File: config.mk
export PLATFORM = sky130hd
export DESIGN_NAME = keyvalue_initiator_flat
export DESIGN_NICKNAME = d
export VERILOG_FILES = /design/src/rtl/kv_bus_pkg.sv /design/src/rtl/keyvalue_initiator_if.sv /design/src/rtl/kv_watchdog.sv /design/src/rtl/keyvalue_initiator.sv /design/src/flat_wrapper.sv
export SDC_FILE = /design/constraint.sdc
export NUM_CORES = 1
export LEC_CHECK = 0
export CAP_MARGIN = 5
export CORE_MARGIN = 4
export CORE_UTILIZATION = 46
export DETAILED_ROUTE_END_ITERATION = 10
export GPL_TIMING_DRIVEN = 0
export PLACE_DENSITY = 0.88
export SYNTH_ARGS = -nofsm -noshare
export SYNTH_HDL_FRONTEND = slang
export SYNTH_SLANG_ARGS = --single-unit
File: constraint.sdc
create_clock -name sys_clk -period 2.6 [get_ports sys_clk]
set_input_delay 0.78 -clock sys_clk [delete_from_list [all_inputs] [get_ports sys_clk]]
set_output_delay 0.78 -clock sys_clk [all_outputs]
set_load 0.02 [all_outputs]
File: src/rtl/kv_bus_pkg.sv
// Shared types for the key-value store bus: opcodes, per-op bus control decode,
// and the initiator state encoding.
package kv_bus_pkg;

    localparam int unsigned AW_DEF = 7;
    localparam int unsigned DW_DEF = 7;

    typedef enum logic [2:0] {
        OP_INSERT       = 3'd0,
        OP_WRITE_KEY_AT = 3'd1,
        OP_WRITE_VAL_AT = 3'd2,
        OP_LOOKUP_KEY   = 3'd3,
        OP_LOOKUP_VAL   = 3'd4,
        OP_READ_SLOT    = 3'd5,
        OP_ILLEGAL_6    = 3'd6,
        OP_ILLEGAL_7    = 3'd7
    } kv_op_e;

    typedef enum logic [1:0] {
        ST_IDLE = 2'd0,
        ST_WAIT = 2'd1,
        ST_REQ  = 2'd2,
        ST_RESP = 2'd3
    } kv_state_e;

    // use_adr/use_dat select whether the command field is forwarded or forced to 0
    typedef struct packed {
        logic we;
        logic adr_is_key;
        logic dat_is_key;
        logic use_adr;
        logic use_dat;
    } kv_ctl_t;

    localparam kv_ctl_t CTL_INSERT       = '{we: 1'b1, adr_is_key: 1'b1, dat_is_key: 1'b0, use_adr: 1'b1, use_dat: 1'b1};
    localparam kv_ctl_t CTL_WRITE_KEY_AT = '{we: 1'b1, adr_is_key: 1'b0, dat_is_key: 1'b1, use_adr: 1'b1, use_dat: 1'b1};
    localparam kv_ctl_t CTL_WRITE_VAL_AT = '{we: 1'b1, adr_is_key: 1'b0, dat_is_key: 1'b0, use_adr: 1'b1, use_dat: 1'b1};
    localparam kv_ctl_t CTL_LOOKUP_KEY   = '{we: 1'b0, adr_is_key: 1'b1, dat_is_key: 1'b0, use_adr: 1'b1, use_dat: 1'b0};
    localparam kv_ctl_t CTL_LOOKUP_VAL   = '{we: 1'b0, adr_is_key: 1'b0, dat_is_key: 1'b0, use_adr: 1'b0, use_dat: 1'b1};
    localparam kv_ctl_t CTL_READ_SLOT    = '{we: 1'b0, adr_is_key: 1'b0, dat_is_key: 1'b0, use_adr: 1'b1, use_dat: 1'b0};

    function automatic logic op_is_illegal(input logic [2:0] op);
        return op > 3'(OP_READ_SLOT);
    endfunction

    function automatic kv_ctl_t op_decode(input logic [2:0] op);
        case (kv_op_e'(op))
            OP_INSERT:       return CTL_INSERT;
            OP_WRITE_KEY_AT: return CTL_WRITE_KEY_AT;
            OP_WRITE_VAL_AT: return CTL_WRITE_VAL_AT;
            OP_LOOKUP_KEY:   return CTL_LOOKUP_KEY;
            OP_LOOKUP_VAL:   return CTL_LOOKUP_VAL;
            OP_READ_SLOT:    return CTL_READ_SLOT;
            default:         return '0;
        endcase
    endfunction

endpackage

File: src/rtl/keyvalue_initiator_if.sv
// Key-value store bus: initiator drives the _o signals, responder drives the _i signals.
interface keyvalue_initiator_if #(
    parameter int unsigned AW = 7,
    parameter int unsigned DW = 7
);
    logic [3:0]    SEL_o;
    logic          ADR_IS_KEY_o;
    logic          DAT_IS_KEY_o;
    logic [AW-1:0] ADR_o;
    logic [DW-1:0] DAT_o;
    logic          WE_o;
    logic          STB_o;
    logic          CYC_o;
    logic          ACK_i;
    logic          STALL_i;
    logic [DW-1:0] DAT_i;
    logic          DUP_i;

    modport master (
        output SEL_o, ADR_IS_KEY_o, DAT_IS_KEY_o, ADR_o, DAT_o, WE_o, STB_o, CYC_o,
        input  ACK_i, STALL_i, DAT_i, DUP_i
    );

    modport slave (
        input  SEL_o, ADR_IS_KEY_o, DAT_IS_KEY_o, ADR_o, DAT_o, WE_o, STB_o, CYC_o,
        output ACK_i, STALL_i, DAT_i, DUP_i
    );
endinterface

File: src/rtl/kv_watchdog.sv
// Saturating strobe watchdog: counts REQ cycles, flags expiry at TIMEOUT-1.
module kv_watchdog #(
    parameter int unsigned TIMEOUT = 16
) (
    input  logic clk,
    input  logic rst,
    input  logic clr,
    input  logic en,
    output logic expired
);
    localparam int unsigned CW = $clog2(TIMEOUT + 1);

    logic [CW-1:0] cnt_q, cnt_d;

    assign expired = (cnt_q == CW'(TIMEOUT - 1));

    always_comb begin
        cnt_d = cnt_q;
        if (clr) begin
            cnt_d = '0;
        end else if (en && !expired) begin
            cnt_d = cnt_q + CW'(1);
        end
    end

    always_ff @(posedge clk or posedge rst) begin
        if (rst) cnt_q <= '0;
        else     cnt_q <= cnt_d;
    end
endmodule

File: src/rtl/keyvalue_initiator.sv
// Key-value bus initiator: one host command becomes one strobed bus cycle,
// completed by ACK or aborted by the watchdog, then returned as a response.
module keyvalue_initiator
    import kv_bus_pkg::*;
#(
    parameter int unsigned AW      = AW_DEF,
    parameter int unsigned DW      = DW_DEF,
    parameter int unsigned TIMEOUT = 16
) (
    input  logic                  sys_clk,
    input  logic                  sys_rst,
    input  logic                  cmd_valid,
    output logic                  cmd_ready,
    input  logic [2:0]            cmd_op,
    input  logic [AW-1:0]         cmd_adr,
    input  logic [DW-1:0]         cmd_dat,
    output logic                  rsp_valid,
    input  logic                  rsp_ready,
    output logic [DW-1:0]         rsp_data,
    output logic                  rsp_dup,
    output logic                  rsp_err,
    keyvalue_initiator_if.master  bus
);
    kv_state_e     state_q, state_d;
    logic [AW-1:0] adr_q, adr_d;
    logic [DW-1:0] dat_q, dat_d;
    logic          we_q, we_d;
    logic          aik_q, aik_d;
    logic          dik_q, dik_d;
    logic          stb_q, stb_d;
    logic          rsp_valid_q, rsp_valid_d;
    logic [DW-1:0] rsp_data_q, rsp_data_d;
    logic          rsp_dup_q, rsp_dup_d;
    logic          rsp_err_q, rsp_err_d;
    logic          wd_clr, wd_en, wd_expired;
    kv_ctl_t       ctl;

    kv_watchdog #(.TIMEOUT(TIMEOUT)) u_watchdog (
        .clk     (sys_clk),
        .rst     (sys_rst),
        .clr     (wd_clr),
        .en      (wd_en),
        .expired (wd_expired)
    );

    assign ctl = op_decode(cmd_op);

    always_comb begin
        state_d     = state_q;
        adr_d       = adr_q;
        dat_d       = dat_q;
        we_d        = we_q;
        aik_d       = aik_q;
        dik_d       = dik_q;
        stb_d       = stb_q;
        rsp_valid_d = rsp_valid_q;
        rsp_data_d  = rsp_data_q;
        rsp_dup_d   = rsp_dup_q;
        rsp_err_d   = rsp_err_q;
        wd_clr      = 1'b0;
        wd_en       = 1'b0;

        case (state_q)
            ST_IDLE: begin
                if (cmd_valid) begin
                    if (op_is_illegal(cmd_op)) begin
                        rsp_valid_d = 1'b1;
                        rsp_err_d   = 1'b1;
                        rsp_data_d  = '0;
                        rsp_dup_d   = 1'b0;
                        state_d     = ST_RESP;
                    end else begin
                        adr_d   = ctl.use_adr ? cmd_adr : '0;
                        dat_d   = ctl.use_dat ? cmd_dat : '0;
                        we_d    = ctl.we;
                        aik_d   = ctl.adr_is_key;
                        dik_d   = ctl.dat_is_key;
                        state_d = ST_WAIT;
                    end
                end
            end
            // Hold off the strobe while a stale ACK or STALL is present
            ST_WAIT: begin
                if (!bus.ACK_i && !bus.STALL_i) begin
                    stb_d   = 1'b1;
                    wd_clr  = 1'b1;
                    state_d = ST_REQ;
                end
            end
            ST_REQ: begin
                if (bus.ACK_i || wd_expired) begin
                    rsp_valid_d = 1'b1;
                    rsp_err_d   = !bus.ACK_i;
                    rsp_data_d  = bus.ACK_i ? bus.DAT_i : '0;
                    rsp_dup_d   = bus.ACK_i && bus.DUP_i;
                    stb_d       = 1'b0;
                    adr_d       = '0;
                    dat_d       = '0;
                    we_d        = 1'b0;
                    aik_d       = 1'b0;
                    dik_d       = 1'b0;
                    state_d     = ST_RESP;
                end else begin
                    wd_en = 1'b1;
                end
            end
            ST_RESP: begin
                if (rsp_ready) begin
                    rsp_valid_d = 1'b0;
                    state_d     = ST_IDLE;
                end
            end
            default: state_d = ST_IDLE;
        endcase
    end

    always_ff @(posedge sys_clk or posedge sys_rst) begin
        if (sys_rst) begin
            state_q     <= ST_IDLE;
            adr_q       <= '0;
            dat_q       <= '0;
            we_q        <= 1'b0;
            aik_q       <= 1'b0;
            dik_q       <= 1'b0;
            stb_q       <= 1'b0;
            rsp_valid_q <= 1'b0;
            rsp_data_q  <= '0;
            rsp_dup_q   <= 1'b0;
            rsp_err_q   <= 1'b0;
        end else begin
            state_q     <= state_d;
            adr_q       <= adr_d;
            dat_q       <= dat_d;
            we_q        <= we_d;
            aik_q       <= aik_d;
            dik_q       <= dik_d;
            stb_q       <= stb_d;
            rsp_valid_q <= rsp_valid_d;
            rsp_data_q  <= rsp_data_d;
            rsp_dup_q   <= rsp_dup_d;
            rsp_err_q   <= rsp_err_d;
        end
    end

    assign cmd_ready        = (state_q == ST_IDLE);
    assign rsp_valid        = rsp_valid_q;
    assign rsp_data         = rsp_data_q;
    assign rsp_dup          = rsp_dup_q;
    assign rsp_err          = rsp_err_q;
    assign bus.SEL_o        = 4'hF;
    assign bus.ADR_IS_KEY_o = aik_q;
    assign bus.DAT_IS_KEY_o = dik_q;
    assign bus.ADR_o        = adr_q;
    assign bus.DAT_o        = dat_q;
    assign bus.WE_o         = we_q;
    assign bus.STB_o        = stb_q;
    assign bus.CYC_o        = stb_q;
endmodule

File: src/flat_wrapper.sv
// flat-port wrapper written by rule: the top's interface ports become plain ports
module keyvalue_initiator_flat import kv_bus_pkg::*;
#(
    parameter int unsigned AW      = AW_DEF,
    parameter int unsigned DW      = DW_DEF,
    parameter int unsigned TIMEOUT = 16
)
  (sys_clk, sys_rst, cmd_valid, cmd_ready, cmd_op, cmd_adr, cmd_dat, rsp_valid, rsp_ready, rsp_data, rsp_dup, rsp_err, bus_SEL_o, bus_ADR_IS_KEY_o, bus_DAT_IS_KEY_o, bus_ADR_o, bus_DAT_o, bus_WE_o, bus_STB_o, bus_CYC_o, bus_ACK_i, bus_STALL_i, bus_DAT_i, bus_DUP_i);
  keyvalue_initiator_if #(.AW(AW), .DW(DW)) bus_i ();
  input  logic sys_clk;
  input  logic sys_rst;
  input  logic cmd_valid;
  output logic cmd_ready;
  input  logic [2:0] cmd_op;
  input  logic [AW-1:0] cmd_adr;
  input  logic [DW-1:0] cmd_dat;
  output logic rsp_valid;
  input  logic rsp_ready;
  output logic [DW-1:0] rsp_data;
  output logic rsp_dup;
  output logic rsp_err;
  output wire logic [$bits(bus_i.SEL_o)-1:0] bus_SEL_o;
  output wire logic [$bits(bus_i.ADR_IS_KEY_o)-1:0] bus_ADR_IS_KEY_o;
  output wire logic [$bits(bus_i.DAT_IS_KEY_o)-1:0] bus_DAT_IS_KEY_o;
  output wire logic [$bits(bus_i.ADR_o)-1:0] bus_ADR_o;
  output wire logic [$bits(bus_i.DAT_o)-1:0] bus_DAT_o;
  output wire logic [$bits(bus_i.WE_o)-1:0] bus_WE_o;
  output wire logic [$bits(bus_i.STB_o)-1:0] bus_STB_o;
  output wire logic [$bits(bus_i.CYC_o)-1:0] bus_CYC_o;
  input wire logic [$bits(bus_i.ACK_i)-1:0] bus_ACK_i;
  input wire logic [$bits(bus_i.STALL_i)-1:0] bus_STALL_i;
  input wire logic [$bits(bus_i.DAT_i)-1:0] bus_DAT_i;
  input wire logic [$bits(bus_i.DUP_i)-1:0] bus_DUP_i;
  assign bus_SEL_o = bus_i.SEL_o;
  assign bus_ADR_IS_KEY_o = bus_i.ADR_IS_KEY_o;
  assign bus_DAT_IS_KEY_o = bus_i.DAT_IS_KEY_o;
  assign bus_ADR_o = bus_i.ADR_o;
  assign bus_DAT_o = bus_i.DAT_o;
  assign bus_WE_o = bus_i.WE_o;
  assign bus_STB_o = bus_i.STB_o;
  assign bus_CYC_o = bus_i.CYC_o;
  assign bus_i.ACK_i = bus_ACK_i;
  assign bus_i.STALL_i = bus_STALL_i;
  assign bus_i.DAT_i = bus_DAT_i;
  assign bus_i.DUP_i = bus_DUP_i;
  keyvalue_initiator #(.AW(AW), .DW(DW), .TIMEOUT(TIMEOUT)) u_core (.sys_clk(sys_clk), .sys_rst(sys_rst), .cmd_valid(cmd_valid), .cmd_ready(cmd_ready), .cmd_op(cmd_op), .cmd_adr(cmd_adr), .cmd_dat(cmd_dat), .rsp_valid(rsp_valid), .rsp_ready(rsp_ready), .rsp_data(rsp_data), .rsp_dup(rsp_dup), .rsp_err(rsp_err), .bus(bus_i));
endmodule
# Yosys cells after proc, flatten, opt, wreduce, memory -nomap -nowiden
# Index checks and enable logic that the tools add are counted.
[op_classes]
addsub = 1
n_mul = 0
div = 0
order_cmp = 1
eq_ne = 15
n_shift = 0
mux = 50
bitwise = 0
reduce_logical = 18
[op_table]
columns = ["operator", "n"]
rows = [
  ["$mux W7", 11],
  ["$pmux W7 S2", 3],
  ["$pmux W5 S6", 1],
  ["$mux W1", 20],
  ["$pmux W1 S2", 6],
  ["$reduce_and A4 Y1", 3],
  ["$mux W2", 5],
  ["$mux W5", 2],
  ["$pmux W2 S4", 1],
  ["$eq A3 B2 Y1 const B", 2],
  ["$eq A3 B3 Y1 const B", 2],
  ["$ne A2 B1 Y1 const B", 3],
  ["$ne A2 B2 Y1 const B", 3],
  ["$reduce_bool A2 Y1", 3],
  ["$add A5 B1 Y5 const B", 1],
  ["$eq A5 B4 Y1 const B", 1],
  ["$reduce_and A5 Y1", 1],
  ["$eq A2 B2 Y1 const B", 2],
  ["$eq A3 B1 Y1 const B", 1],
  ["$gt A3 B3 Y1 const B", 1],
  ["$logic_and A1 B1 Y1", 3],
  ["$logic_not A1 Y1", 3],
  ["$logic_not A3 Y1", 1],
  ["$pmux W1 S3", 1],
  ["other kinds (5)", 5],
]
[word_totals]
ff_bits = 35
latchBits = 0
mem_bits_rw = 0
mem_bits_ro = 0
input_bits = 31
out_inout_bits = 34
word_cells = 97
n_memories = 0

# Longest topological paths before layout
# Gate-level depths: netlist (run 1).
[logic_depth]
ltp_word = 7
mapped_depth = 7
ltp_nobuf = 6

# Cells and area by module
# Synthesis (run 1) repeated with hierarchy kept, for this count alone.
[hier_totals]
cells_unflattened = 178
hier_area_um2 = 1715.4
[modules_own_cells]
columns = ["module", "instances", "cells_per_inst", "area_per_inst_um2", "seq_area_each_um2"]
rows = [
  ["keyvalue_initiator", 1, 154, 1451.4, 750.7],
  ["kv_watchdog", 1, 24, 264.0, 125.1],
]

# Worst setup path after synthesis (run 1)
# Ideal clock, no wire load.
[synth_timing]
kind = "reg-to-reg"
from = "reg u_core.u_watchdog.cnt_q[0]"
to = "reg u_core.state_q[1]"
setup_time_ps = 125
arrival_time_ps = 1996
setup_slack_ps = 480
stages_incl_launch_ff = 8
n_path_buf = 1
path_cell_list = "dfrtp_1 -> ha_1 -> and3_1 -> ha_1 -> or3b_1 -> clkbuf_1 -> o2111ai_1 -> mux2_2"
[synth_via]
elab_chain_len = 4
[synth_rtl]
columns = ["item", "line_no", "source"]
rows = [
  ["start, declared", "kv_watchdog.sv:13", "logic [CW-1:0] cnt_q, cnt_d;"],
  ["start signal, assigned", "kv_watchdog.sv:28", "else cnt_q <= cnt_d;"],
  ["$eq A5 B4 Y1", "kv_watchdog.sv:15", "assign expired = (cnt_q == CW'(TIMEOUT - 1));"],
  ["$logic_or A1 B1 Y1", "keyvalue_initiator.sv:91", "if (bus.ACK_i || wd_expired) begin"],
  ["$ne A2 B1 Y1 (no source line)", "--", ""],
  ["$reduce_and A4 Y1 (no source line)", "--", ""],
  ["end signal, assigned", "keyvalue_initiator.sv:131", "state_q <= state_d;"],
  ["end, declared", "keyvalue_initiator.sv:24", "kv_state_e state_q, state_d;"],
]
# No other way between the ends.
# A chain may end at the register's enable or synchronous reset.

# Final worst setup path (run 1)
[layout_timing]
from = "in cmd_op[1]"
to = "reg u_core.adr_q[3], in the netlist u_core.bus.ADR_o[3]"
[layout_via]
elab_chain_len = 6
word_cells_on_any_way = 14
classes_between = "order compare: 1; eq/ne: 6; mux: 5; reduce/logical: 2"
[layout_rtl]
columns = ["item", "line_no", "source"]
rows = [
  ["start, declared", "flat_wrapper.sv:14", "input logic [2:0] cmd_op;"],
  ["$eq A3 B3 Y1, or another cell as far along", "kv_bus_pkg.sv:47", "case (kv_op_e'(op))"],
  ["$pmux W5 S6", "kv_bus_pkg.sv:47", ""],
  ["$mux W7", "keyvalue_initiator.sv:73", "adr_d = ctl.use_adr ? cmd_adr : '0;"],
  ["$mux W7", "keyvalue_initiator.sv:66", "if (op_is_illegal(cmd_op)) begin"],
  ["$mux W7", "keyvalue_initiator.sv:65", "if (cmd_valid) begin"],
  ["$pmux W7 S2", "keyvalue_initiator.sv:63", "case (state_q)"],
  ["end signal, assigned", "keyvalue_initiator.sv:132", "adr_q <= adr_d;"],
  ["end, declared", "keyvalue_initiator.sv:25", "logic [AW-1:0] adr_q, adr_d;"],
]
# Several ways; a longest one is shown, not always the timed one. The select of a mux whose other input is x is not followed.

==> results of run 1 <==
==> Yosys cell counts <==
master / count
nor2_1: 5
o2bb2ai_1: 1
nor3b_4: 2
dlygate4sd1_1: 1
nand2b_1: 5
clkdlybuf4s18_2: 1
o32ai_1: 7
dfrtp_1: 35
buf_4: 6
or3_1: 2
nor3_4: 1
a211oi_1: 9
mux2i_2: 1
or3_2: 1
ha_1: 6
inv_1: 22
nand2_1: 11
mux2i_1: 1
a21oi_1: 4
o211a_1: 1
a21boi_0: 1
o2111ai_1: 1
buf_6: 2
nand3_1: 2
mux2_2: 16
xor2_1: 1
clkbuf_1: 2
xnor2_1: 1
a2bb2oi_1: 1
conb_1: 1
o221a_2: 1
nor3_1: 3
clkbuf_8: 2
nor2b_1: 1
or4_1: 1
mux2_4: 3
and3_2: 4
or3b_1: 1
and3_1: 5
o31a_2: 1
nand4_1: 1
and2_1: 1
o21ai_0: 4
==> registers in the layout (all words and copies together) (netlist names) <==
name,count
u_core.bus.DAT_IS_KEY_o,1
u_core.bus.WE_o,1
u_core.bus.ADR_o,7
u_core.bus.DAT_o,7
u_core.bus.CYC_o,1
u_core.rsp_err,1
u_core.rsp_data,7
u_core.bus.ADR_IS_KEY_o,1
u_core.state_q,2
u_core.u_watchdog.cnt_q,5
u_core.rsp_dup,1
u_core.rsp_valid,1
==> cell families (layout without fill, tap and decap cells) <==
kind of cell    count (synthesis)  after routing  synth area share, %
simple gates                   46             46                 14.7
buf+inv                        36            108                 10.5
flops                          35             35                 45.0
compound gates                 31             31                 12.0
mux                            21             21                 12.8
fa+ha+maj                       6              6                 3.86
xor+xnor                        2              2                0.900
other cells                     1              4                0.193
==> through the flow <==
stage	std cells	instance area, sq um	hold WS (ns)	power (mW)
5_1_grt	303	2760	0.532	3.32
4_1_cts	300	2730	0.511	3.10
3_3_place_gp	291	2620	0.490	2.65
3_5_place_dp	292	2650	0.495	2.70
6_report	303	2760	0.508	3.11
2_1_floorplan	181	1960	0.514	2.05
==> cell type report <==
cell class                      instances  area [sq um]  share of cell area, %
Inverter                               22          82.6                   3.00
Buffer                                 14           121                   4.41
Timing Repair Buffer                   64           651                   23.6
Tap cell                               50          62.6                   2.27
Sequential cell                        35           876                   31.8
Clock inverter                          2          12.5                  0.454
Clock buffer                            6          72.6                   2.63
Multi-Input combinational cell        110           877                   31.8
==> worst max-delay path, stage by stage <==
cell	delay, ns
clkdlybuf4s50_1	0.54
nand3_1	0.38
nor3b_4	0.32
buf_4	0.18
mux2_2	0.33
==> power by group <==
group | switching (mW) | internal, mW
sequential | 0.145 | 0.786
combinational | 0.859 | 0.938
clock | 0.194 | 0.187
==> path summary, 6_finish.rpt <==
path,start,endpoint,depth (start not counted),slack (ns)
max in group asynchronous,sys_rst,u_core.rsp_data[5]$_DFFE_PP0P_,3,1.16
setup / recovery,cmd_op[1],u_core.bus.ADR_o[3]$_DFFE_PP0P_,5,0.24
setup reg to reg,u_core.u_watchdog.cnt_q[0]$_DFFE_PP0P_,u_core.state_q[1]$_DFFE_PP0P_,7,0.29
min in group asynchronous,sys_rst,u_core.bus.DAT_o[2]$_DFFE_PP0P_,2,0.90
hold reg to reg,u_core.rsp_data[0]$_DFFE_PP0P_,u_core.rsp_data[0]$_DFFE_PP0P_,1,0.51
hold / removal,u_core.rsp_data[0]$_DFFE_PP0P_,u_core.rsp_data[0]$_DFFE_PP0P_,1,0.51
==> per-layer routing <==
layer / up-vias / routed length [microns] / GRT usage, %
met5: - / 0 / 0
met4: 0 / 68 / 7.17
met3: 9 / 372 / 6.34
met2: 57 / 2140 / 28.3
met1: 769 / 1870 / 21.9
li1: 764 / - / -
==> results.toml, run 1 <==
[status]
outcome = "completed"

[clock_tree]
cts_made_buffers = 5
post-cts-setup-buffer-count = 0
cts_resized = 0
holdBufCountCts = 0
tritoncts = "done"
h-tree-depth = 2
clock_latency_ns = 0.29
cts.sinks = 35
path_clk_slew_ns = 0.07
clk_path_buf_depth = 2
clock-root-buffer = "clkbuf_8"

[floorplan]
ios = 65
start_util_pct = 47.9
die_x_microns = 73.0
core_sq_um = 4060
die_y_microns = 73.0
num_rows = 23
design.die.area_sq_um = 5330

[placement]
portBuffers = 60
place_congestion = 0.814
hpwl_mm = 3.30
dp_slack_ns = -0.211

[finish]
syn2layout_area_growth_pct = 41.6
nets = 289
most-common-layout-cells = "clkdlybuf4s50_1, dfrtp_1, inv_1, mux2_2, nand2_1"
final_core_util_pct = 67.9
drive_above_1_share_pct = 20.6
layout_commonest_cell = "clkdlybuf4s50_1"
n_antenna_cell = 0
nFillCells = 338

[sta]
fmax_mhz = 424
setup_viol = 0
fin_skew_ns = 0.00647
tightest_slew_ns = 0.698
worst_slack_ns = 0.243
slew_headroom_pct = 53.4
rsz0062_at_grt = "no"
drv_slew = 0
fin_tns_setup_ns = 0
hold_violations = 0
period_needed_ns = 2.36
fin_crit_sh_pct = 90.7

[detailed_routing]
drt_iter0_markers = 40
wl_mm = 4.46
drtPass1Iterations = 4
via_count = 1599
drcViolationCount = 0
avgRoutedWirePerCell_microns = 14.7
antenna_left = 0
viasPerCell = 5.28

[flow_run]
maxCapViolations = 0

[synth]
syn_avg_cell_area_sq_um = 10.9
synthTopCellsByArea = "dfrtp_1, mux2_2, inv_1"
ys_warn_count = 0
postSynthCellCount = 178
yosysUniqueCellTypes = 43
synth_top_area_share_pct = 45.0
yosysSeqAreaShare_pct = 45.0
syn_area_sq_um = 1950
synth_area_leader_cell = "dfrtp_1"
ys_ff_latch = 35

[power_and_ir_drop]
p_leak_nw = 1.26
power_density_nw_per_um2 = 1130
vdd_drop_max_uv = 612

[setup_path]
required_ns = 2.78
start_kind = "input pin"
crit_arrival_ns = 2.53
end_kind = "flop"
worst-setup-path-type = "in -> reg"
critPathMaxFanout = 9

[grt]
grt_pass1_wl_mm = 7.35
grt_max_degree = 21
grt_pass1_vias = 1662
gr-usage-all-layers_pct = 17.8
overflow = 0
antenna_found_initial = 0

[min_path]
hold_path_class = "reg -> reg"
(Power assumes the default switching activity.)
==> run 2: changes to the inputs <==
- CORE_ASPECT_RATIO: not set -> 2
- GPL_TIMING_DRIVEN: 0 -> 1
==> run 2 against run 1 <==
Combinational power decreased by 4%. Wire length is 2.0% lower. Worst setup slack got worse by 0.016 ns. Via count fell by 4.5%. Cell area shrank 2.5%. Clock power rose by 27%. First-iteration DRC count is 30% lower. Maximum frequency shrank 0.69%. Clock skew rose by 0.0017 ns. Die area grew 1.2%. Critical endpoint is now cmd_ready.
==> results.toml, run 2 (synthesized netlist as in run 1, its figures left out) <==
[status]
outcome = "completed"

[setup_path]
cpMaxStageDelayCell = "clkdlybuf4s50_1"
required_ns = 1.82
critical_path.max_stage_delay_ns = 0.61
worst-setup-path-type = "reg -> out"
crit_arrival_ns = 1.59
crit_chain = "inv_1, ha_1, clkdlybuf4s50_1"
end_kind = "output port"
start_kind = "flop"
critPathMaxFanout = 3

[sta]
rsz0062_at_grt = "no"
setup_viol = 0
fmax_mhz = 421
hold_violations = 0
fin_skew_ns = 0.00820
tightest_slew_ns = 0.555
drv_slew = 0
slew_headroom_pct = 62.7
worst_slack_ns = 0.226
fin_crit_sh_pct = 91.3
period_needed_ns = 2.37

[clock_tree]
h-tree-depth = 2
path_clk_slew_ns = 0.07
clock_latency_ns = 0.28
post-cts-setup-buffer-count = 0
cts.sinks = 35
clock-root-buffer = "clkbuf_8"
tritoncts = "done"
clk_path_buf_depth = 2
cts_resized = 0
holdBufCountCts = 0
cts_made_buffers = 5

[grt]
antenna_found_initial = 0
grt_pass1_wl_mm = 7.33
grt_pass1_vias = 1639
grt_max_degree = 36
overflow = 0
gr-usage-all-layers_pct = 18.2

[placement]
place_congestion = 0.840
place_area_sq_um = 2570
dp_slack_ns = -0.0180
portBuffers = 60
hpwl_mm = 3.32

[floorplan]
core_sq_um = 4090
design.die.area_sq_um = 5400
num_rows = 33
die_x_microns = 54.0
start_util_pct = 47.6
die_y_microns = 100
ios = 65

[finish]
drive_above_1_share_pct = 18.9
nets = 279
syn2layout_area_growth_pct = 38.1
nFillCells = 311
layout_commonest_cell = "clkdlybuf4s50_1"
n_antenna_cell = 0
most-common-layout-cells = "clkdlybuf4s50_1, dfrtp_1, inv_1, mux2_2, nand2_1"
fin_area_sq_um = 2690

[power_and_ir_drop]
p_leak_nw = 1.22
power_density_nw_per_um2 = 1170
vdd_drop_max_uv = 832

[detailed_routing]
wl_mm = 4.37
via_count = 1527
drtPass1Iterations = 4
antenna_left = 0
drcViolationCount = 0
viasPerCell = 5.18
drt_iter0_markers = 28
avgRoutedWirePerCell_microns = 14.8

[min_path]
hold_path_class = "reg -> reg"

[flow_run]
maxCapViolations = 0
## run 2: final timing paths
path / startpoint / end / slack, ns / depth (start not counted)
min in group asynchronous: sys_rst / u_core.rsp_data[6]$_DFFE_PP0P_ / 0.89 / 3
hold / removal: u_core.bus.WE_o$_DFFE_PP0P_ / u_core.bus.WE_o$_DFFE_PP0P_ / 0.51 / 1
hold reg to reg: u_core.bus.WE_o$_DFFE_PP0P_ / u_core.bus.WE_o$_DFFE_PP0P_ / 0.51 / 1
setup reg to reg: u_core.u_watchdog.cnt_q[0]$_DFFE_PP0P_ / u_core.state_q[1]$_DFFE_PP0P_ / 0.37 / 6
setup / recovery: u_core.state_q[0]$_DFFE_PP0P_ / cmd_ready / 0.23 / 3
max in group asynchronous: sys_rst / u_core.bus.DAT_o[4]$_DFFE_PP0P_ / 1.39 / 3
## run 2: layout make-up
cell class	instances	area [sq um]	share of cell area, %
tap	52	65.1	2.42
clock buffer	5	68.8	2.56
timing repair buffer	68	673	25.1
multi-input combinational	110	877	32.7
inverter	22	82.6	3.07
clock inverter	3	43.8	1.63
sequential	35	876	32.6
## run 2: metal layers
layer  GRT usage (%)  share of wire, %
met2            32.6                56
met4            7.49               2.1
met1            19.9                38
met5               0                 0
met3            3.27               4.2
## run 2: critical path, delay by kind of cell (launching register included)
kind	cells	cell delay, ns
buffers and inverters	2	0.72
DFF	1	0.40
adders and majority gates	1	0.19
## run 2: where the power goes
part	switching, mW	internal, mW	leakage, nW	total [mW]
sequential	0.149	0.786	0.454	0.934
combinational	0.837	0.879	0.712	1.72
clock	0.196	0.285	0.0581	0.482
total	1.18	1.95	1.22	3.13
## run 2: through the flow
step                total power [mW]  util [%]  TNS, ns  hold slack (ns)  cells
finish                          3.13      65.7        0            0.511    295
global route                    3.35      65.7        0            0.536    295
CTS                             3.17      65.7        0            0.516    295
detailed placement              2.68      63.0  -0.0890            0.499    287
global placement                2.63      63.0        0            0.490    287
floorplan                       2.05         -        0            0.514    181
